--- src/rtl/uart_rx_param.sv ---
// Parametrised UART receiver: 2-flop input synchroniser, oversampled majority-vote
// bit recovery, framing/parity/overrun/break detection and a small FWFT receive FIFO.
module uart_rx_param #(
  parameter int CLK_FREQ   = 100000000,
  parameter int BAUD       = 9600,
  parameter int DATA_BITS  = 8,
  parameter int PARITY     = 0,
  parameter int STOP_BITS  = 1,
  parameter int OVERSAMPLE = 16,
  parameter int FIFO_DEPTH = 4
) (
  input  logic                          clk,
  input  logic                          reset,
  input  logic                          din,
  input  logic                          rd_en,
  output logic [DATA_BITS-1:0]          rx_data,
  output logic                          rx_valid,
  output logic [$clog2(FIFO_DEPTH):0]   fifo_count,
  output logic                          frame_err,
  output logic                          parity_err,
  output logic                          overrun
);

  localparam int DIV_RAW = (CLK_FREQ + (BAUD * OVERSAMPLE) / 2) / (BAUD * OVERSAMPLE);
  localparam int DIV     = (DIV_RAW < 1) ? 1 : DIV_RAW;
  localparam int DIV_W   = (DIV > 1) ? $clog2(DIV) : 1;
  localparam int OS_W    = $clog2(OVERSAMPLE);
  localparam int MID     = OVERSAMPLE / 2;
  localparam int AW      = (FIFO_DEPTH > 1) ? $clog2(FIFO_DEPTH) : 1;
  localparam int CW      = $clog2(FIFO_DEPTH) + 1;

  localparam logic [2:0] S_IDLE   = 3'd0;
  localparam logic [2:0] S_START  = 3'd1;
  localparam logic [2:0] S_DATA   = 3'd2;
  localparam logic [2:0] S_PARITY = 3'd3;
  localparam logic [2:0] S_STOP   = 3'd4;
  localparam logic [2:0] S_BREAK  = 3'd5;

  // Input synchroniser and edge detector; all flops idle high like the line.
  logic sync1_q, din_s_q, din_prev_q;

  // NOTE: sequential state is only ever assigned with <= so every flop samples pre-edge values.
  always_ff @(posedge clk or negedge reset) begin
    if (!reset) begin
      sync1_q    <= 1'b1;
      din_s_q    <= 1'b1;
      din_prev_q <= 1'b1;
    end else begin
      sync1_q    <= din;
      din_s_q    <= sync1_q;
      din_prev_q <= din_s_q;
    end
  end

  logic start_edge;
  assign start_edge = din_prev_q & ~din_s_q;

  logic [2:0]           state_q, state_d;
  logic [DIV_W-1:0]     div_q, div_d;
  logic [OS_W-1:0]      samp_q, samp_d;
  logic [3:0]           bit_q, bit_d;
  logic [DATA_BITS-1:0] shift_q, shift_d;
  logic                 s0_q, s0_d, s1_q, s1_d;
  logic                 perr_q, perr_d, ferr_q, ferr_d, zero_q, zero_d;
  logic                 done_q, done_d;

  logic tick, sample_now, maj, exp_par;

  assign tick       = (state_q != S_IDLE) && (state_q != S_BREAK) && (div_q == DIV_W'(DIV - 1));
  assign sample_now = tick && (samp_q == OS_W'(MID + 1));
  assign maj        = (s0_q & s1_q) | (s0_q & din_s_q) | (s1_q & din_s_q);
  assign exp_par    = (PARITY == 1) ? ~^shift_q : ^shift_q;

  // NOTE: every variable gets a default at the top of always_comb so no latch is inferred.
  always_comb begin
    state_d = state_q;
    div_d   = tick ? '0 : div_q + DIV_W'(1);
    samp_d  = samp_q;
    bit_d   = bit_q;
    shift_d = shift_q;
    s0_d    = s0_q;
    s1_d    = s1_q;
    perr_d  = perr_q;
    ferr_d  = ferr_q;
    zero_d  = zero_q;
    done_d  = 1'b0;

    if (tick) begin
      samp_d = (samp_q == OS_W'(OVERSAMPLE - 1)) ? '0 : samp_q + OS_W'(1);
      if (samp_q == OS_W'(MID - 1)) s0_d = din_s_q;
      if (samp_q == OS_W'(MID))     s1_d = din_s_q;
    end

    case (state_q)
      S_IDLE: begin
        div_d  = '0;
        samp_d = '0;
        if (start_edge) begin
          state_d = S_START;
          bit_d   = '0;
          perr_d  = 1'b0;
          ferr_d  = 1'b0;
          zero_d  = 1'b1;
        end
      end
      S_START: begin
        if (sample_now) state_d = maj ? S_IDLE : S_DATA;
      end
      S_DATA: begin
        if (sample_now) begin
          shift_d = {maj, shift_q[DATA_BITS-1:1]};
          zero_d  = zero_q & ~maj;
          bit_d   = bit_q + 4'd1;
          if (bit_q == 4'(DATA_BITS - 1)) begin
            bit_d   = '0;
            state_d = (PARITY != 0) ? S_PARITY : S_STOP;
          end
        end
      end
      S_PARITY: begin
        if (sample_now) begin
          zero_d  = zero_q & ~maj;
          perr_d  = (maj != exp_par);
          state_d = S_STOP;
        end
      end
      S_STOP: begin
        if (sample_now) begin
          zero_d = zero_q & ~maj;
          if (!maj) ferr_d = 1'b1;
          if (bit_q == 4'(STOP_BITS - 1)) begin
            done_d  = 1'b1;
            // An all-zero frame is a line break; wait for the line to recover.
            state_d = (zero_q & ~maj) ? S_BREAK : S_IDLE;
          end else begin
            bit_d = bit_q + 4'd1;
          end
        end
      end
      S_BREAK: begin
        div_d  = '0;
        samp_d = '0;
        if (din_s_q) state_d = S_IDLE;
      end
      default: state_d = S_IDLE;
    endcase
  end

  always_ff @(posedge clk or negedge reset) begin
    if (!reset) begin
      state_q <= S_IDLE;
      div_q   <= '0;
      samp_q  <= '0;
      bit_q   <= '0;
      shift_q <= '0;
      s0_q    <= 1'b1;
      s1_q    <= 1'b1;
      perr_q  <= 1'b0;
      ferr_q  <= 1'b0;
      zero_q  <= 1'b0;
      done_q  <= 1'b0;
    end else begin
      state_q <= state_d;
      div_q   <= div_d;
      samp_q  <= samp_d;
      bit_q   <= bit_d;
      shift_q <= shift_d;
      s0_q    <= s0_d;
      s1_q    <= s1_d;
      perr_q  <= perr_d;
      ferr_q  <= ferr_d;
      zero_q  <= zero_d;
      done_q  <= done_d;
    end
  end

  // Frame completion and FIFO control.
  logic [DATA_BITS-1:0] mem [FIFO_DEPTH];
  logic [AW-1:0]        wr_ptr_q, rd_ptr_q;
  logic [CW-1:0]        count_q;
  logic                 good, pop, push, full;

  assign good = done_q & ~ferr_q & ~perr_q;
  assign pop  = rd_en & (count_q != '0);
  assign full = (count_q == CW'(FIFO_DEPTH));
  assign push = good & (~full | pop);

  assign frame_err  = done_q & ferr_q;
  assign parity_err = done_q & ~ferr_q & perr_q;
  assign overrun    = good & full & ~pop;

  // NOTE: the storage array has no reset; validity is tracked by count_q alone.
  always_ff @(posedge clk) begin
    if (push) mem[wr_ptr_q] <= shift_q;
  end

  always_ff @(posedge clk or negedge reset) begin
    if (!reset) begin
      wr_ptr_q <= '0;
      rd_ptr_q <= '0;
      count_q  <= '0;
    end else begin
      if (push) wr_ptr_q <= (wr_ptr_q == AW'(FIFO_DEPTH - 1)) ? '0 : wr_ptr_q + AW'(1);
      if (pop)  rd_ptr_q <= (rd_ptr_q == AW'(FIFO_DEPTH - 1)) ? '0 : rd_ptr_q + AW'(1);
      count_q <= count_q + CW'(push) - CW'(pop);
    end
  end

  assign rx_valid   = (count_q != '0);
  assign rx_data    = rx_valid ? mem[rd_ptr_q] : '0;
  assign fifo_count = count_q;

endmodule

--- config.mk ---
export PLATFORM = sky130hd
export DESIGN_NAME = uart_rx_param
export DESIGN_NICKNAME = d
export VERILOG_FILES = /design/src/rtl/uart_rx_param.sv
export SDC_FILE = /design/constraint.sdc
export NUM_CORES = 1
export LEC_CHECK = 0
export BUFFER_PORTS_ARGS = -buffer_cell sky130_fd_sc_hd__buf_2
export CAP_MARGIN = 25
export CELL_PAD_IN_SITES_DETAIL_PLACEMENT = 0
export CELL_PAD_IN_SITES_GLOBAL_PLACEMENT = 1
export CORE_ASPECT_RATIO = 2
export CORE_MARGIN = 1
export CORE_UTILIZATION = 54
export CTS_CLUSTER_SIZE = 28
export DETAILED_ROUTE_END_ITERATION = 16
export PLACE_DENSITY = 0.9
export RECOVER_POWER = 100
export SYNTH_ARGS = -nofsm -noshare
export SYNTH_HDL_FRONTEND = slang
export SYNTH_SLANG_ARGS = --single-unit
--- constraint.sdc ---
create_clock -name clk -period 5.1 [get_ports clk]
set_input_delay 1.02 -clock clk [delete_from_list [all_inputs] [get_ports clk]]
set_output_delay 1.02 -clock clk [all_outputs]
set_load 0.02 [all_outputs]
**Yosys cells after proc, flatten, opt, wreduce, memory -nomap -nowiden**

Memory sizes are Yosys's and may differ from the RTL's.
Index checks and enable logic that the tools add are counted.

- Bits in registers: 45
- Bits in writable memories: 32
- Output and inout port bits: 15
- Memories: 1
- Logic and storage cells: 136
- Bits of input ports: 4

- Bitwise operators: 22
- Add/subtract/negate cells: 7
- Reduce and logical (&&, ||, !) cells: 23
- Multiplexer cells: 39
- Equality and inequality tests: 27

Memories:

| memory | depth | width | read ports | clocked after Yosys merged registers in | write ports | RTL line | RTL |
|---|---|---|---|---|---|---|---|
| mem | 4 | 8 | 1 | 0 | 1 | 178 | `logic [DATA_BITS-1:0] mem [FIFO_DEPTH];` |

Operators with widths:

| operator | count |
|---|---|
| $mux 4 | 8 |
| $mux 3 | 9 |
| $mux 10 | 2 |
| $ne 2x2->1 const B | 10 |
| $pmux 3 s6 | 1 |
| $and 1x1->1 | 13 |
| $eq 4x4->1 const B | 3 |
| $pmux 4 s3 | 1 |
| $mux 1 | 11 |
| $add 10x1->10 const B | 1 |
| $eq 10x10->1 const B | 1 |
| $eq 3x3->1 const B | 3 |
| $reduce_bool 3->1 | 3 |
| $add 4x1->4 const B | 2 |
| $eq 4x3->1 const B | 2 |
| $mux 8 | 1 |
| $reduce_and 8->1 | 1 |
| $reduce_bool 2->1 | 4 |
| $reduce_xor 8->1 | 1 |
| $eq 3x2->1 const B | 2 |
| $mux 2 | 3 |
| $not 1->1 | 6 |
| $pmux 1 s2 | 3 |
| $reduce_and 2->1 | 3 |
| 17 further kinds | 24 |

**Logic depth before layout (Yosys ltp)**

- Depth in word-level cells: 9
- Mapped depth: 9
- Gate-level depth less buffers: 8

**Least setup slack after synthesis**

OpenSTA, ideal clock, no wires.

- Kind: input port to output port
- Start point: input port rd_en
- End point: output port overrun
- Required time: 4.080 ns
- Arrival time: 2.389 ns
- Stages on the path: 2
- Path buffers: 0
- Setup slack: 1.691 ns
- Cell sequence: or4b_2 -> nor4b_1

- Word-level cells in the longest chain between the ends: 3

Ends and longest elaborated chain:

| item | RTL line | RTL |
|---|---|---|
| start: declaration | 15 | `input logic rd_en,` |
| $and 1x1->1 | 184 | `assign pop = rd_en & (count_q != '0);` |
| $not 1->1 | 190 | `assign overrun = good & full & ~pop;` |
| $and 1x1->1 | 190 |  |
| end: declaration | 21 | `output logic overrun` |

Every way passes these cells.

**Worst setup path after layout**

Same ends and word-level chain as after synthesis.

==> results.ini <==
[timing]
tightest_slew_ns = 1.634
period_minus_slack_ns = 3.297
skew_ns = 0.006382
finalHoldViolCount = 0
slew_headroom = -0.08908
slew_violations = 32
max_freq_mhz = 303.3
rsz0062_at_grt = false
finalCritPeriodShare = 0.6466
fin_tns_setup_ns = 0
finalSetupViolations = 0

[pwr]
finalPower_mw = 1.522
max-vdd-ir-drop_uv = 255.3
leakage_nw = 1.666
power.density_nw_per_um2 = 380.7

[detailed_routing]
drt_pre_antenna_iters = 4
vias_per_cell = 5.395
drt-initial-drc-count = 61
ant_nets = 0
wl_per_cell_um = 14.61
routed-via-count = 2104
routed_wl_um = 5697
drc = 0

[layout]
area_growth_pct = 11.09
final_cell_mix = dfrtp_1, edfxtp_1, nor2_1, clkbuf_1
layout.cells.most_common = dfrtp_1
drive_gt1_frac = 0.1382
stdcell_area_um2 = 3998
diodes = 0
fin_nets = 318

[synthesis]
ys_seq_elements = 77
synthArstFlopShare = 0.5844
synth_fa_ha_area_frac = 0.05702
yosysTopAreaCellShare = 0.2782
syn_nets = 295
yosysSeqAreaShare = 0.5817
synth_area_um2 = 3598
synth_edf_count = 32
ys_top_cells_by_area = dfrtp_1, edfxtp_1, mux4_2
synth.area.mux_share = 0.09006
synth_compound_area_frac = 0.04624
synth.avg_cell_area_um2 = 13.04
synth_flop_cell = dfrtp_1
synth_top_area_cell = dfrtp_1
syn_inst = 276
synthDistinctLibCells = 52
synth_xor_xnor_area_share = 0.04868
ys.warnings.count = 0
synthSimpleGateAreaFrac = 0.1554
synth_top_family_by_area = simple AND/OR/NAND/NOR gates

[worst_hold_path]
hp-class = reg2reg

[clock_tree]
cts_setup_buffers = 0
clk_pin_slew_ns = 0.06
ctsHtreeMaxLevel = 3
cts_resized = 0
cts_tree = done
numCtsBuffers = 9
ctsHoldBuffers = 0
clock_path_buffers = 2
cts_num_sinks = 77
root_buffer = clkbuf_16
insertion_delay_ns = 0.33

[floorplanning]
rows = 41
die_h_um = 117.4
dieArea_um2 = 7014
start_util = 0.5657
core_um2 = 6361
io_pins = 19
die_w_um = 59.72

[run]
maxCapViolations = 1

[setup_path]
worstSetupEndpointType = output pin
crit_arrival_ns = 2.28
worstSetupPathType = in2out
cp.required_ns = 4.08
startpoint_type = input port
critPathMaxFanout = 2

[global_routing]
antenna_found_initial = 0
track_usage = 0.1934
grt_pass1_wl_um = 9929
grt_max_degree = 46
grt_remaining_overflow = 0
grt_pass1_vias = 2138

[run_status]
status = complete, but fails checks
violations = max-capacitance violations, max-slew violations

[placed_design]
gp_congestion = 0.8005
portBuffers = 18
dp.final_hpwl_um = 4101
placed_area_um2 = 3770

-- layer usage --
| layer | global-route usage | part of all wire | up-vias |
|---|---|---|---|
| li1 | - | - | 1036 |
| met1 | 0.2002 | 0.36 | 1028 |
| met2 | 0.3486 | 0.59 | 29 |
| met3 | 0.04300 | 0.023 | 11 |
| met4 | 0.08721 | 0.020 | 0 |
| met5 | 0 | 0 | - |
-- report_power, final --
part	total [mW]	leakage, nW	switching (mW)	internal, mW
registers	0.765	0.947	0.0780	0.688
logic	0.191	0.593	0.0974	0.0933
clock network	0.566	0.126	0.238	0.328
-- through the flow --
stage | setup slack [ns] | hold slack, ns | util | instances
floorplan | 1.691 | 0.3452 | - | 276
global placement | 1.857 | 0.3464 | 0.5926 | 373
detailed placement | 1.805 | 0.3526 | 0.5926 | 373
CTS | 1.841 | 0.3613 | 0.6351 | 389
global route | 1.530 | 0.3681 | 0.6284 | 390
finish | 1.803 | 0.3657 | 0.6284 | 390
-- cell type report --
class                   instances  area, um2
clock buffers                  10      229.0
clock inverters                 6      41.29
fillers                       540       2364
inverters                      13      48.80
multi-input cells             179       1404
flip-flops and latches         77       2093
well taps                      86      107.6
repair buffers                 19      73.82
-- critical path: stages --
cell and delay (ns):
buf_2 0.10, or4b_2 0.62, nor4b_1 0.27, clkbuf_1 0.26
-- kinds of logic (layout without fill, tap and decap cells) --
kind of cell | count (synthesis) | after routing
mux | 21 | 21
compound gates | 28 | 28
simple gates | 94 | 94
fa+ha+maj | 16 | 16
xor+xnor | 20 | 20
flops | 77 | 77
buf+inv | 20 | 48
-- synthesized netlist by cell type (2+ instances only) --
library cell   n
nor3b_1        2
xor2_1         6
o21a_1         2
nor2_1        20
mux2i_1        2
mux2_2        11
nand3b_1       2
nand3_1        9
xnor2_1       14
or3_1          3
nand2_1       12
and2_2         2
inv_1         13
nand2b_1       3
o31ai_1        2
clkbuf_1       6
ha_1          14
and3_1         4
and2_1        13
and3b_1        2
dfrtp_1       40
mux4_2         8
o21ai_0       12
nand4b_1       2
edfxtp_1      32
a21oi_1        6
nor2b_1        3
nor4b_1        2
nor3_1         2
dfstp_2        5
-- final timing paths --
kind / start / endpoint / slack (ns) / cells after the start
worst max-delay path: rd_en / overrun / 1.80 / 4
worst min-delay path: sync1_q / din_s_q / 0.37 / 0
worst max register to register: div_q[0] / shift_q[5] / 1.90 / 7
worst min register to register: sync1_q / din_s_q / 0.37 / 0
max in group asynchronous: reset / div_q[7] / 2.40 / 2
min in group asynchronous: reset / perr_q / 0.74 / 1
-- registers in the layout, summed over array words and instances, names as in the netlist, 2 cells and up --
register / cells
state_q: 3
fifo_count: 3
rd_ptr_q: 2
shift_q: 8
bit_q: 4
wr_ptr_q: 2
mem: 32
samp_q: 4
div_q: 10
No activity file was read; power rests on OpenSTA's default activity.
